$ cat src/rtl/enemies_struct.sv
`default_nettype none
// ============================================================================
//  Module      : enemies_struct (package)
//  Description : Shared types for the enemy grid and the player bullet.
//                enemy_t is one grid cell as produced by enemy_control.
//                bullet_state_t is exported so the renderer can read the
//                bullet FSM state.
//  Revision    : 1.0 - initial release
// ============================================================================
package enemies_struct;

  localparam int COORD_W = 12;

  typedef struct packed {
    logic               alive;
    logic [COORD_W-1:0] x;
    logic [COORD_W-1:0] y;
  } enemy_t;

  typedef enum logic [2:0] {
    S_IDLE      = 3'd0,
    S_FLY       = 3'd1,
    S_SCAN      = 3'd2,
    S_HIT_SET   = 3'd3,
    S_HIT_PULSE = 3'd4
  } bullet_state_t;

endpackage
`default_nettype wire

$ cat src/rtl/bullet_hit_scan.sv
`default_nettype none
// ============================================================================
//  Module      : bullet_hit_scan
//  Description : Row-major index counter over the enemy grid plus the
//                point-in-box test of the bullet tip against the currently
//                indexed enemy.
//  Ports       : clk, rst           - clock, async active-high reset
//                enable, freeze     - sync clear / hold
//                clear, advance     - restart at index 0 / step to next cell
//                bullet_x/bullet_y  - bullet top-left
//                enemies            - live grid
//                hit                - indexed enemy contains the tip
//                done               - index is at the last cell
//                tip_x/tip_y        - bullet tip point
//  Revision    : 1.0 - initial release
// ============================================================================
module bullet_hit_scan
  import enemies_struct::*;
#(
  parameter int NB_ENEMY_Y   = 10,
  parameter int NB_ENEMY_X   = 5,
  parameter int ENEMY_WIDTH  = 60,
  parameter int ENEMY_HEIGHT = 60,
  parameter int BULLET_W     = 4
) (
  input  logic         clk,
  input  logic         rst,
  input  logic         enable,
  input  logic         freeze,
  input  logic         clear,
  input  logic         advance,
  input  logic [11:0]  bullet_x,
  input  logic [11:0]  bullet_y,
  input  enemy_t       enemies [NB_ENEMY_Y][NB_ENEMY_X],
  output logic         hit,
  output logic         done,
  output logic [11:0]  tip_x,
  output logic [11:0]  tip_y
);

  localparam int RW = (NB_ENEMY_Y > 1) ? $clog2(NB_ENEMY_Y) : 1;
  localparam int CW = (NB_ENEMY_X > 1) ? $clog2(NB_ENEMY_X) : 1;
  localparam logic [RW-1:0] c_LAST_R = RW'(NB_ENEMY_Y - 1);
  localparam logic [CW-1:0] c_LAST_C = CW'(NB_ENEMY_X - 1);

  logic [RW-1:0] r_row;
  logic [CW-1:0] r_col;
  enemy_t        w_cell;
  logic [12:0]   w_x_hi;
  logic [12:0]   w_y_hi;

  always_ff @(posedge clk or posedge rst) begin
    if (rst) begin
      r_row <= '0;
      r_col <= '0;
    end else if (!enable) begin
      r_row <= '0;
      r_col <= '0;
    end else if (!freeze) begin
      if (clear) begin
        r_row <= '0;
        r_col <= '0;
      end else if (advance) begin
        if (r_col == c_LAST_C) begin
          r_col <= '0;
          r_row <= r_row + 1'b1;
        end else begin
          r_col <= r_col + 1'b1;
        end
      end
    end
  end

  assign w_cell = enemies[r_row][r_col];
  assign tip_x  = bullet_x + 12'(BULLET_W / 2);
  assign tip_y  = bullet_y;

  // Upper bounds carry one extra bit so boxes near the screen edge do not wrap.
  assign w_x_hi = {1'b0, w_cell.x} + 13'(ENEMY_WIDTH);
  assign w_y_hi = {1'b0, w_cell.y} + 13'(ENEMY_HEIGHT);

  assign hit  = w_cell.alive
              && (w_cell.x <= tip_x) && ({1'b0, tip_x} < w_x_hi)
              && (w_cell.y <= tip_y) && ({1'b0, tip_y} < w_y_hi);
  assign done = (r_row == c_LAST_R) && (r_col == c_LAST_C);

endmodule
`default_nettype wire

$ cat src/rtl/player_bullet_control.sv
`default_nettype none
// ============================================================================
//  Module      : player_bullet_control
//  Description : Owns the player's single bullet: launch on a fire edge,
//                upward steps on frame ticks, and a one-enemy-per-cycle hit
//                scan after each step. A hit produces kill coordinates and a
//                one-cycle strobe for enemy_control.
//  Ports       : clk, rst, enable, freeze, frame_rate, fire
//                player_x/player_y            - player sprite top-left
//                enemies                      - live enemy grid
//                bullet_x/bullet_y/bullet_active
//                killed_enemy_x/killed_enemy_y, valid_enemy_collision
//  Revision    : 1.0 - initial release
// ============================================================================
module player_bullet_control
  import enemies_struct::*;
#(
  parameter int NB_ENEMY_Y   = 10,
  parameter int NB_ENEMY_X   = 5,
  parameter int ENEMY_WIDTH  = 60,
  parameter int ENEMY_HEIGHT = 60,
  parameter int PLAYER_W     = 40,
  parameter int BULLET_W     = 4,
  parameter int BULLET_H     = 12,
  parameter int BULLET_STEP  = 8,
  parameter int MOVE_DIV     = 1
) (
  input  logic         clk,
  input  logic         rst,
  input  logic         enable,
  input  logic         freeze,
  input  logic         frame_rate,
  input  logic         fire,
  input  logic [11:0]  player_x,
  input  logic [11:0]  player_y,
  input  enemy_t       enemies [NB_ENEMY_Y][NB_ENEMY_X],
  output logic [11:0]  bullet_x,
  output logic [11:0]  bullet_y,
  output logic         bullet_active,
  output logic [11:0]  killed_enemy_x,
  output logic [11:0]  killed_enemy_y,
  output logic         valid_enemy_collision
);

  localparam int SW = (MOVE_DIV > 1) ? $clog2(MOVE_DIV) : 1;
  localparam logic [SW-1:0] c_STEP_LAST = SW'(MOVE_DIV - 1);

  bullet_state_t r_state, w_state_nx;
  logic [SW-1:0] r_step, w_step_nx;
  logic          r_fire_q;
  logic [11:0]   r_bx, w_bx_nx, r_by, w_by_nx, r_kx, w_kx_nx, r_ky, w_ky_nx;
  logic          r_active, w_active_nx, r_strobe, w_strobe_nx;
  logic          w_scan_clear, w_scan_adv;
  logic          w_hit, w_done;
  logic [11:0]   w_tip_x, w_tip_y;
  logic          w_fire_edge;
  logic [12:0]   w_launch_y;

  bullet_hit_scan #(
    .NB_ENEMY_Y   (NB_ENEMY_Y),
    .NB_ENEMY_X   (NB_ENEMY_X),
    .ENEMY_WIDTH  (ENEMY_WIDTH),
    .ENEMY_HEIGHT (ENEMY_HEIGHT),
    .BULLET_W     (BULLET_W)
  ) u_scan (
    .clk      (clk),
    .rst      (rst),
    .enable   (enable),
    .freeze   (freeze),
    .clear    (w_scan_clear),
    .advance  (w_scan_adv),
    .bullet_x (r_bx),
    .bullet_y (r_by),
    .enemies  (enemies),
    .hit      (w_hit),
    .done     (w_done),
    .tip_x    (w_tip_x),
    .tip_y    (w_tip_y)
  );

  assign w_fire_edge = fire && !r_fire_q;
  // Bit 12 set means player_y < BULLET_H: the launch would be off-screen.
  assign w_launch_y  = {1'b0, player_y} - 13'(BULLET_H);

  always_ff @(posedge clk or posedge rst) begin
    if (rst) begin
      r_state  <= S_IDLE;
      r_step   <= '0;
      r_fire_q <= 1'b0;
      r_bx     <= '0;
      r_by     <= '0;
      r_active <= 1'b0;
      r_kx     <= '0;
      r_ky     <= '0;
      r_strobe <= 1'b0;
    end else if (!enable) begin
      r_state  <= S_IDLE;
      r_step   <= '0;
      r_fire_q <= 1'b0;
      r_bx     <= '0;
      r_by     <= '0;
      r_active <= 1'b0;
      r_kx     <= '0;
      r_ky     <= '0;
      r_strobe <= 1'b0;
    end else if (!freeze) begin
      r_state  <= w_state_nx;
      r_step   <= w_step_nx;
      r_fire_q <= fire;
      r_bx     <= w_bx_nx;
      r_by     <= w_by_nx;
      r_active <= w_active_nx;
      r_kx     <= w_kx_nx;
      r_ky     <= w_ky_nx;
      r_strobe <= w_strobe_nx;
    end
  end

  always_comb begin
    w_state_nx   = r_state;
    w_step_nx    = r_step;
    w_bx_nx      = r_bx;
    w_by_nx      = r_by;
    w_active_nx  = r_active;
    w_kx_nx      = r_kx;
    w_ky_nx      = r_ky;
    w_strobe_nx  = 1'b0;
    w_scan_clear = 1'b0;
    w_scan_adv   = 1'b0;
    case (r_state)
      S_IDLE: begin
        if (w_fire_edge && !w_launch_y[12]) begin
          w_bx_nx     = player_x + 12'(PLAYER_W / 2 - BULLET_W / 2);
          w_by_nx     = w_launch_y[11:0];
          w_active_nx = 1'b1;
          w_state_nx  = S_FLY;
        end
      end
      S_FLY: begin
        if (frame_rate) begin
          if (r_step == c_STEP_LAST) begin
            w_step_nx = '0;
            if (r_by <= 12'(BULLET_STEP)) begin
              w_active_nx = 1'b0;
              w_state_nx  = S_IDLE;
            end else begin
              w_by_nx      = r_by - 12'(BULLET_STEP);
              w_scan_clear = 1'b1;
              w_state_nx   = S_SCAN;
            end
          end else begin
            w_step_nx = r_step + 1'b1;
          end
        end
      end
      S_SCAN: begin
        // Coordinates are captured on entry to HIT_SET so they are stable a
        // full cycle before the strobe.
        if (w_hit) begin
          w_kx_nx     = w_tip_x;
          w_ky_nx     = w_tip_y;
          w_active_nx = 1'b0;
          w_state_nx  = S_HIT_SET;
        end else if (w_done) begin
          w_state_nx = S_FLY;
        end else begin
          w_scan_adv = 1'b1;
        end
      end
      S_HIT_SET: begin
        w_strobe_nx = 1'b1;
        w_state_nx  = S_HIT_PULSE;
      end
      S_HIT_PULSE: begin
        w_state_nx = S_IDLE;
      end
      default: begin
        w_state_nx = S_IDLE;
      end
    endcase
  end

  assign bullet_x              = r_bx;
  assign bullet_y              = r_by;
  assign bullet_active         = r_active;
  assign killed_enemy_x        = r_kx;
  assign killed_enemy_y        = r_ky;
  assign valid_enemy_collision = r_strobe;

endmodule
`default_nettype wire

$ cat config.mk
export PLATFORM = sky130hd
export DESIGN_NAME = player_bullet_control
export DESIGN_NICKNAME = d
export VERILOG_FILES = /design/src/rtl/enemies_struct.sv /design/src/rtl/bullet_hit_scan.sv /design/src/rtl/player_bullet_control.sv
export SDC_FILE = /design/constraint.sdc
export NUM_CORES = 1
export LEC_CHECK = 0
export ABC_CLOCK_PERIOD_IN_PS = 14410
export BUFFER_PORTS_ARGS = -buffer_cell sky130_fd_sc_hd__buf_2
export CAP_MARGIN = 20
export CORE_AREA = 2 2 512 514
export DETAILED_ROUTE_END_ITERATION = 16
export DIE_AREA = 0 0 514 516
export GPL_TIMING_DRIVEN = 0
export PLACE_DENSITY = 0.3
export SYNTH_ARGS = -nofsm -noshare
export SYNTH_HDL_FRONTEND = slang
export SYNTH_SLANG_ARGS = --single-unit
$ cat constraint.sdc
create_clock -name clk -period 14.41 [get_ports clk]
set_input_delay 1.441 -clock clk [delete_from_list [all_inputs] [get_ports clk]]
set_output_delay 1.441 -clock clk [all_outputs]
set_load 0.005 [all_outputs]
# --- After elaboration in Yosys (flattened, before gate mapping) ---
# Index checks and enable logic that the tools add are counted.
totals:
  word_cells: 139
  reg_bits: 62
  input_bits: 1280
classes:
  bitwise_logic: 2
  n_mux: 69
  eq_ne: 23
  n_reduce_logical: 18
  n_addsub: 9
  order_cmp: 7
ops:
  columns: ["operator", "n"]
  rows:
  - ["binary-select mux 125 bit (select 4 bit)", 1]
  - ["two-way mux 125 bit", 2]
  - ["two-way mux 12 bit", 18]
  - ["binary-select mux 25 bit (select 3 bit)", 1]
  - ["two-way mux 25 bit", 2]
  - ["two-way mux 3 bit", 12]
  - ["adder 12 x 6 -> 13 bit (second input constant)", 2]
  - ["< comparator 12 x 13 -> 1 bit", 2]
  - ["less-or-equal comparator 12 bit", 2]
  - ["two-way mux 1 bit", 24]
  - ["case mux 12 bit (2 select lines)", 1]
  - ["two-way mux 4 bit", 5]
  - ["!= test 3 bit (second input constant)", 5]
  - ["subtractor 12 x 4 -> 13 bit (second input constant)", 1]
  - ["adder 12 x 2 -> 12 bit (second input constant)", 1]
  - ["adder 12 x 5 -> 12 bit (second input constant)", 1]
  - ["less-or-equal comparator 12 x 4 -> 1 bit (second input constant)", 1]
  - ["!= test 2 x 1 -> 1 bit (second input constant)", 6]
  - ["case mux 3 bit (4 select lines)", 1]
  - ["AND reduction 3 bit", 4]
  - ["subtractor 12 x 4 -> 12 bit (second input constant)", 1]
  - ["!= test 3 x 1 -> 1 bit (second input constant)", 3]
  - ["logical AND 1 bit", 7]
  - ["AND reduction 7 bit", 1]
  - ["22 further kinds", 24]

# --- Logic depth before layout (Yosys ltp) ---
logic_depth:
  word_depth: 18
  mapped_depth: 31
  mapped_depth_nobuf: 20

# --- Modules after synthesis ---
# From an unflattened synthesis, not the netlist that was laid out.
unflattened:
  hier_cells: 1705
  area_unflattened_um2: 16045.4
by_module_without_submodules:
  columns: ["mod", "instances", "cells_per_inst", "area_per_inst_um2", "seq_area_each_um2"]
  rows:
  - ["bullet_hit_scan", 1, 1388, 13183.9, 175.2]
  - ["player_bullet_control", 1, 317, 2861.5, 1351.3]

# --- Least setup slack after synthesis ---
# Ideal clock, no wire load.
synth_timing:
  path_type: "register to register"
  from: "register u_scan.r_row[0]"
  to: "register u_scan.r_col[1]"
  synth_period_minus_slack_ns: 5.730
  stages_incl_launch_ff: 28
  path_slack_ns: 8.680
  arrival_time_ns: 5.611
  required_ns: 14.291
  path_cell_list: "dfrtp_1 -> buf_6 -> buf_12 -> buf_6 -> buf_6 -> buf_6 -> buf_6 -> buf_6 -> buf_4 -> buf_2 -> mux4_2 -> mux2i_1 -> o22ai_1 -> mux4_2 -> nand2_1 -> and2_1 -> ha_1 -> nor2b_1 -> o21a_1 -> o21ai_0 -> a21oi_1 -> o311ai_0 -> a21oi_1 -> a2bb2oi_2 -> or3_1 -> buf_2 -> a41oi_1 -> a21bo_2"
synth_via:
  elab_chain_len: 16
  word_cells_on_any_way: 24
  classes_between: "add/sub: 2; order compare: 4; eq/ne: 2; mux: 9; bitwise: 1; reduce/logical: 6"
synth_rtl:
  columns: ["element", "line", "rtl"]
  rows:
  - ["from (decl)", "bullet_hit_scan.sv:46", "logic [RW-1:0] r_row;"]
  - ["from (signal assigned)", "bullet_hit_scan.sv:66", "r_row <= r_row + 1'b1;"]
  - ["NOT 4 -> 5 bit (implied by the code)", "bullet_hit_scan.sv:74", "assign w_cell = enemies[r_row][r_col];"]
  - ["binary-select mux 125 bit (select 4 bit)", "bullet_hit_scan.sv:74", null]
  - ["two-way mux 125 bit (implied by the code) (2 in a row)", "bullet_hit_scan.sv:74", null]
  - ["binary-select mux 25 bit (select 3 bit)", "bullet_hit_scan.sv:74", null]
  - ["two-way mux 25 bit (implied by the code) (2 in a row)", "bullet_hit_scan.sv:74", null]
  - ["adder 12 x 6 -> 13 bit / less-or-equal comparator 12 bit (equally long branches)", "bullet_hit_scan.sv:79, bullet_hit_scan.sv:83", null]
  - ["< comparator 12 x 13 -> 1 bit / logical AND 1 bit (equally long branches)", "bullet_hit_scan.sv:83", "&& (w_cell.x <= tip_x) && ({1'b0, tip_x} < w_x_hi)"]
  - ["logical AND 1 bit", "bullet_hit_scan.sv:83", null]
  - ["logical AND 1 bit (2 in a row)", "bullet_hit_scan.sv:84", "&& (w_cell.y <= tip_y) && ({1'b0, tip_y} < w_y_hi);"]
  - ["two-way mux 1 bit *", "player_bullet_control.sv:159", "if (w_hit) begin"]
  - ["two-way mux 1 bit *", "player_bullet_control.sv:130", "case (r_state)"]
  - ["!= test 3 x 1 -> 1 bit (no source line) *", null, null]
  - ["AND reduction 2 bit (no source line) *", null, null]
  - ["to (signal assigned)", "bullet_hit_scan.sv:68", "r_col <= r_col + 1'b1;"]
  - ["to (decl)", "bullet_hit_scan.sv:47", "logic [CW-1:0] r_col;"]
# Every way passes the cells marked *; elsewhere a longest branch is shown, timed or not. The select of a mux whose other input is x is not followed.
# A chain may end at the register's enable or synchronous reset.

# --- Worst setup path in the final report ---
layout_timing:
  from: "register u_scan.r_row[1]"
  to: "register u_scan.r_row[2]"
layout_via:
  elab_chain_len: 16
  word_cells_on_any_way: 30
  classes_between: "add/sub: 3; order compare: 4; eq/ne: 2; mux: 14; bitwise: 1; reduce/logical: 6"
layout_rtl:
  columns: ["element", "line"]
  rows:
  - ["NOT 4 -> 5 bit (implied by the code)", "bullet_hit_scan.sv:74"]
  - ["binary-select mux 125 bit (select 4 bit)", "bullet_hit_scan.sv:74"]
  - ["two-way mux 125 bit (implied by the code) (2 in a row)", "bullet_hit_scan.sv:74"]
  - ["binary-select mux 25 bit (select 3 bit)", "bullet_hit_scan.sv:74"]
  - ["two-way mux 25 bit (implied by the code) (2 in a row)", "bullet_hit_scan.sv:74"]
  - ["adder 12 x 6 -> 13 bit / less-or-equal comparator 12 bit (equally long branches)", "bullet_hit_scan.sv:79, bullet_hit_scan.sv:83"]
  - ["< comparator 12 x 13 -> 1 bit / logical AND 1 bit (equally long branches)", "bullet_hit_scan.sv:83"]
  - ["logical AND 1 bit", "bullet_hit_scan.sv:83"]
  - ["logical AND 1 bit (2 in a row)", "bullet_hit_scan.sv:84"]
  - ["two-way mux 1 bit", "player_bullet_control.sv:159"]
  - ["two-way mux 1 bit", "player_bullet_control.sv:130"]
  - ["!= test 3 x 1 -> 1 bit (no source line)", null]
  - ["AND reduction 3 bit (no source line)", null]
# Parallel ways exist; a longest one is shown, timed or not. The select of a mux whose other input is x is not followed.

==> results.yml <==
pwr:
  p_leak_nw: 10.7
  p_seq_frac: 0.138
  pwr-share-comb: 0.705
  clkPwrFrac: 0.156
  switchingPower_uw: 823
  switching_share: 0.521
  cellPowerDensity_mw_per_mm2: 57.2
  ir_worst_vdd_v: 0.0000468
  intPower_uw: 758
routing:
  drc: 0
  wl_per_cell_um: 42.4
  via_per_inst: 3.61
  drtIter0Drc: 1916
  wl_um: 271000
  drtAntennaViolNets: 0
  vias: 23100
  firstDrtPassIters: 8
clock_tree:
  cts_tree: "built"
  post_cts_buffers: 0
  clockBufferDepth: 2
  clk_latency_ns: 0.34
  cts_resized: 0
  cts_buffers: 9
  root_buffer: "clkbuf_16"
  cts.reportedPaths.clkPinSlew_ns: 0.06
  cts_sinks: 61
  htreeDepth: 3
  cts_hold_buf: 0
worst_setup_path:
  critical_path_class: "flip-flop to flip-flop"
  worstPathArrival_ns: 9.90
  cp_max_fo: 11
  required_ns: 14.64
  crit_path_start_kind: "flip-flop"
  end_kind: "flip-flop"
floorplan:
  die_h_um: 516
  std_cell_rows: 187
  initial_core_util: 0.0602
  core-area_mm2: 0.259
  chipWidth_um: 514
  design.die.area_mm2: 0.265
  boundaryPins: 1330
flow_run:
  drv_cap: 0
placement:
  place_area_mm2: 0.0270
  numPortBuffers: 1328
  gp_congestion: 1.01
  dp_worst_setup_slack_ns: 4.41
  dpl.hpwl_um: 249000
yosys:
  synth_common_cells: "mux4_2, mux2i_1, nand2_1, o21ai_0, clkbuf_1"
  synth_nets: 2830
  synthDominantAreaCellType: "mux4_2"
  post-synth-top-count-cell: "mux4_2"
  ys_seq_elements: 61
  ys.flop_type: "dfrtp_1"
  synth_warnings: 0
  syn_inst: 1491
  synth_edf_count: 0
  yosysUniqueCellTypes: 77
  avgSynthCellArea_um2: 10.5
  async_flop_share: 1.00
  synth_area_leaders: "mux4_2, mux2i_1, dfrtp_1"
  synth_seq_area_share: 0.0979
  syn_area_mm2: 0.0156
  synth_top_area_frac: 0.347
timing:
  maxSlewViolCount: 0
  finalHoldViolations: 0
  post-route-period-util: 0.671
  tightestPinTransition_ns: 1.30
  fmax_ghz: 0.103
  finalCriticalPeriod_ns: 9.66
  setup_ws_ns: 4.75
  fin_setup_tns_ns: 0
  final-setup-viol-count: 0
  fin_hold_ws_ns: 0.519
  skew_ns: 0.00950
  relSlewSlack: 0.132
  grt_setup_unrepaired: "no"
cells_and_area:
  fin_area_mm2: 0.0276
  layout-drive-gt1-share: 0.608
  final_util: 0.107
  syn_to_final_growth_pct: 77.2
  nets: 4197
run_status:
  status: "finished clean"
worst_hold_path:
  hp-class: "flip-flop to flip-flop"
global_routing:
  grt_overflow: 0
  grt_max_degree: 62
  grt_pass1_vias: 22700
  grt_pass1_wl_um: 320000
  antenna_found_initial: 418
  track_usage: 0.196
==> logic make-up (layout without fill, tap and decap cells) <==
group                    after synthesis  count (layout)  synth area share
XOR/XNOR                              41              41            0.0230
adder cells (fa/ha/maj)               59              59            0.0473
AND/OR/NAND/NOR                      292             292            0.0871
multiplexers                         480             480             0.516
other                                  0             132                 0
AO/OA/AOI/OAI                        359             359             0.157
flip-flops                            61              61            0.0979
buffers and inverters                199            1571            0.0722
==> flip-flops by register name, summed over array words and instances, names as in the netlist <==
name and count:
killed_enemy_x 12, u_scan.r_row 4, bullet_y 12, bullet_x 12, killed_enemy_y 12, r_state 3
u_scan.r_col 3, valid_enemy_collision 1, bullet_active 1, r_fire_q 1
==> metrics by stage <==
stage	std cells	total power, mW
after CTS	6265	1.61
after global placement	6221	1.33
after floorplan	1491	0.669
final	6397	1.58
after global routing	6327	1.69
after detailed placement	6249	1.35
==> routing by layer <==
| metal | vias up | global-route usage | wire length [um] |
|---|---|---|---|
| met3 | 625 | 0.0648 | 25200 |
| met4 | 122 | 0.0517 | 9550 |
| li1 | 9045 | - | - |
| met1 | 11400 | 0.237 | 109000 |
| met2 | 1915 | 0.330 | 127000 |
| met5 | - | 0.00685 | 779 |
==> final timing paths <==
kind	startpoint	slack (ns)	end	cells past startpoint
setup reg to reg	u_scan.r_row[1]	4.75	u_scan.r_row[2]	24
min in group asynchronous	rst	1.28	killed_enemy_x[9]	2
hold / removal	killed_enemy_x[11]	0.52	killed_enemy_x[11]	2
setup / recovery	u_scan.r_row[1]	4.75	u_scan.r_row[2]	24
hold reg to reg	killed_enemy_x[11]	0.52	killed_enemy_x[11]	2
max in group asynchronous	rst	12.55	u_scan.r_row[1]	2
==> critical path, cell delays in order, from the launching register on <==
cell and delay (ns):
dfrtp_1 0.54, buf_4 0.29, buf_2 0.43, buf_2 0.56, buf_2 0.50, buf_2 0.63
buf_2 0.53, buf_2 0.48, clkbuf_1 0.75, mux4_2 0.48, mux2i_1 0.17, o22ai_1 0.22
mux4_2 0.54, nand2_1 0.07, and2_1 0.31, ha_1 0.32, a21oi_1 0.14, o21bai_1 0.08
a21o_1 0.17, a211o_1 0.32, a22oi_1 0.42, o211ai_1 0.34, nor3_1 0.78, nor4_1 0.12
o21ai_0 0.27
==> cell usage in the layout (no fill, tap or decap), types with 19 or more instances in the layout <==
master	n
inv_1	47
xnor2_1	25
a221oi_1	20
mux2i_1	206
buf_6	20
dfrtp_1	61
o22ai_1	42
nor2_1	52
o211ai_1	23
a21oi_1	46
nand2_1	117
mux2_2	21
o21ai_0	98
nand3_1	35
buf_2	1362
diode_2	132
clkbuf_1	58
mux4_2	240
ha_1	59
o221ai_1	19
==> layout make-up <==
| type | count | area, um2 |
|---|---|---|
| fillers | 30200 | 232000 |
| multi-input cells | 1231 | 13000 |
| repair buffers | 1356 | 7080 |
| well taps | 3402 | 4260 |
| flip-flops and latches | 61 | 1530 |
| plain buffers | 147 | 948 |
| diodes | 132 | 330 |
| clock buffers | 9 | 225 |
| inverters | 52 | 198 |
| clock inverters | 7 | 98.8 |
==> power groups by stage <==
stage	Clock, mW	Combinational, mW	Sequential, mW
after CTS	0.253	1.14	0.219
final	0.247	1.12	0.219
after detailed placement	0	1.13	0.223
after global placement	0	1.11	0.222
after global routing	0.258	1.21	0.222
after floorplan	0	0.466	0.203
No activity file was read; power rests on OpenSTA's default activity.
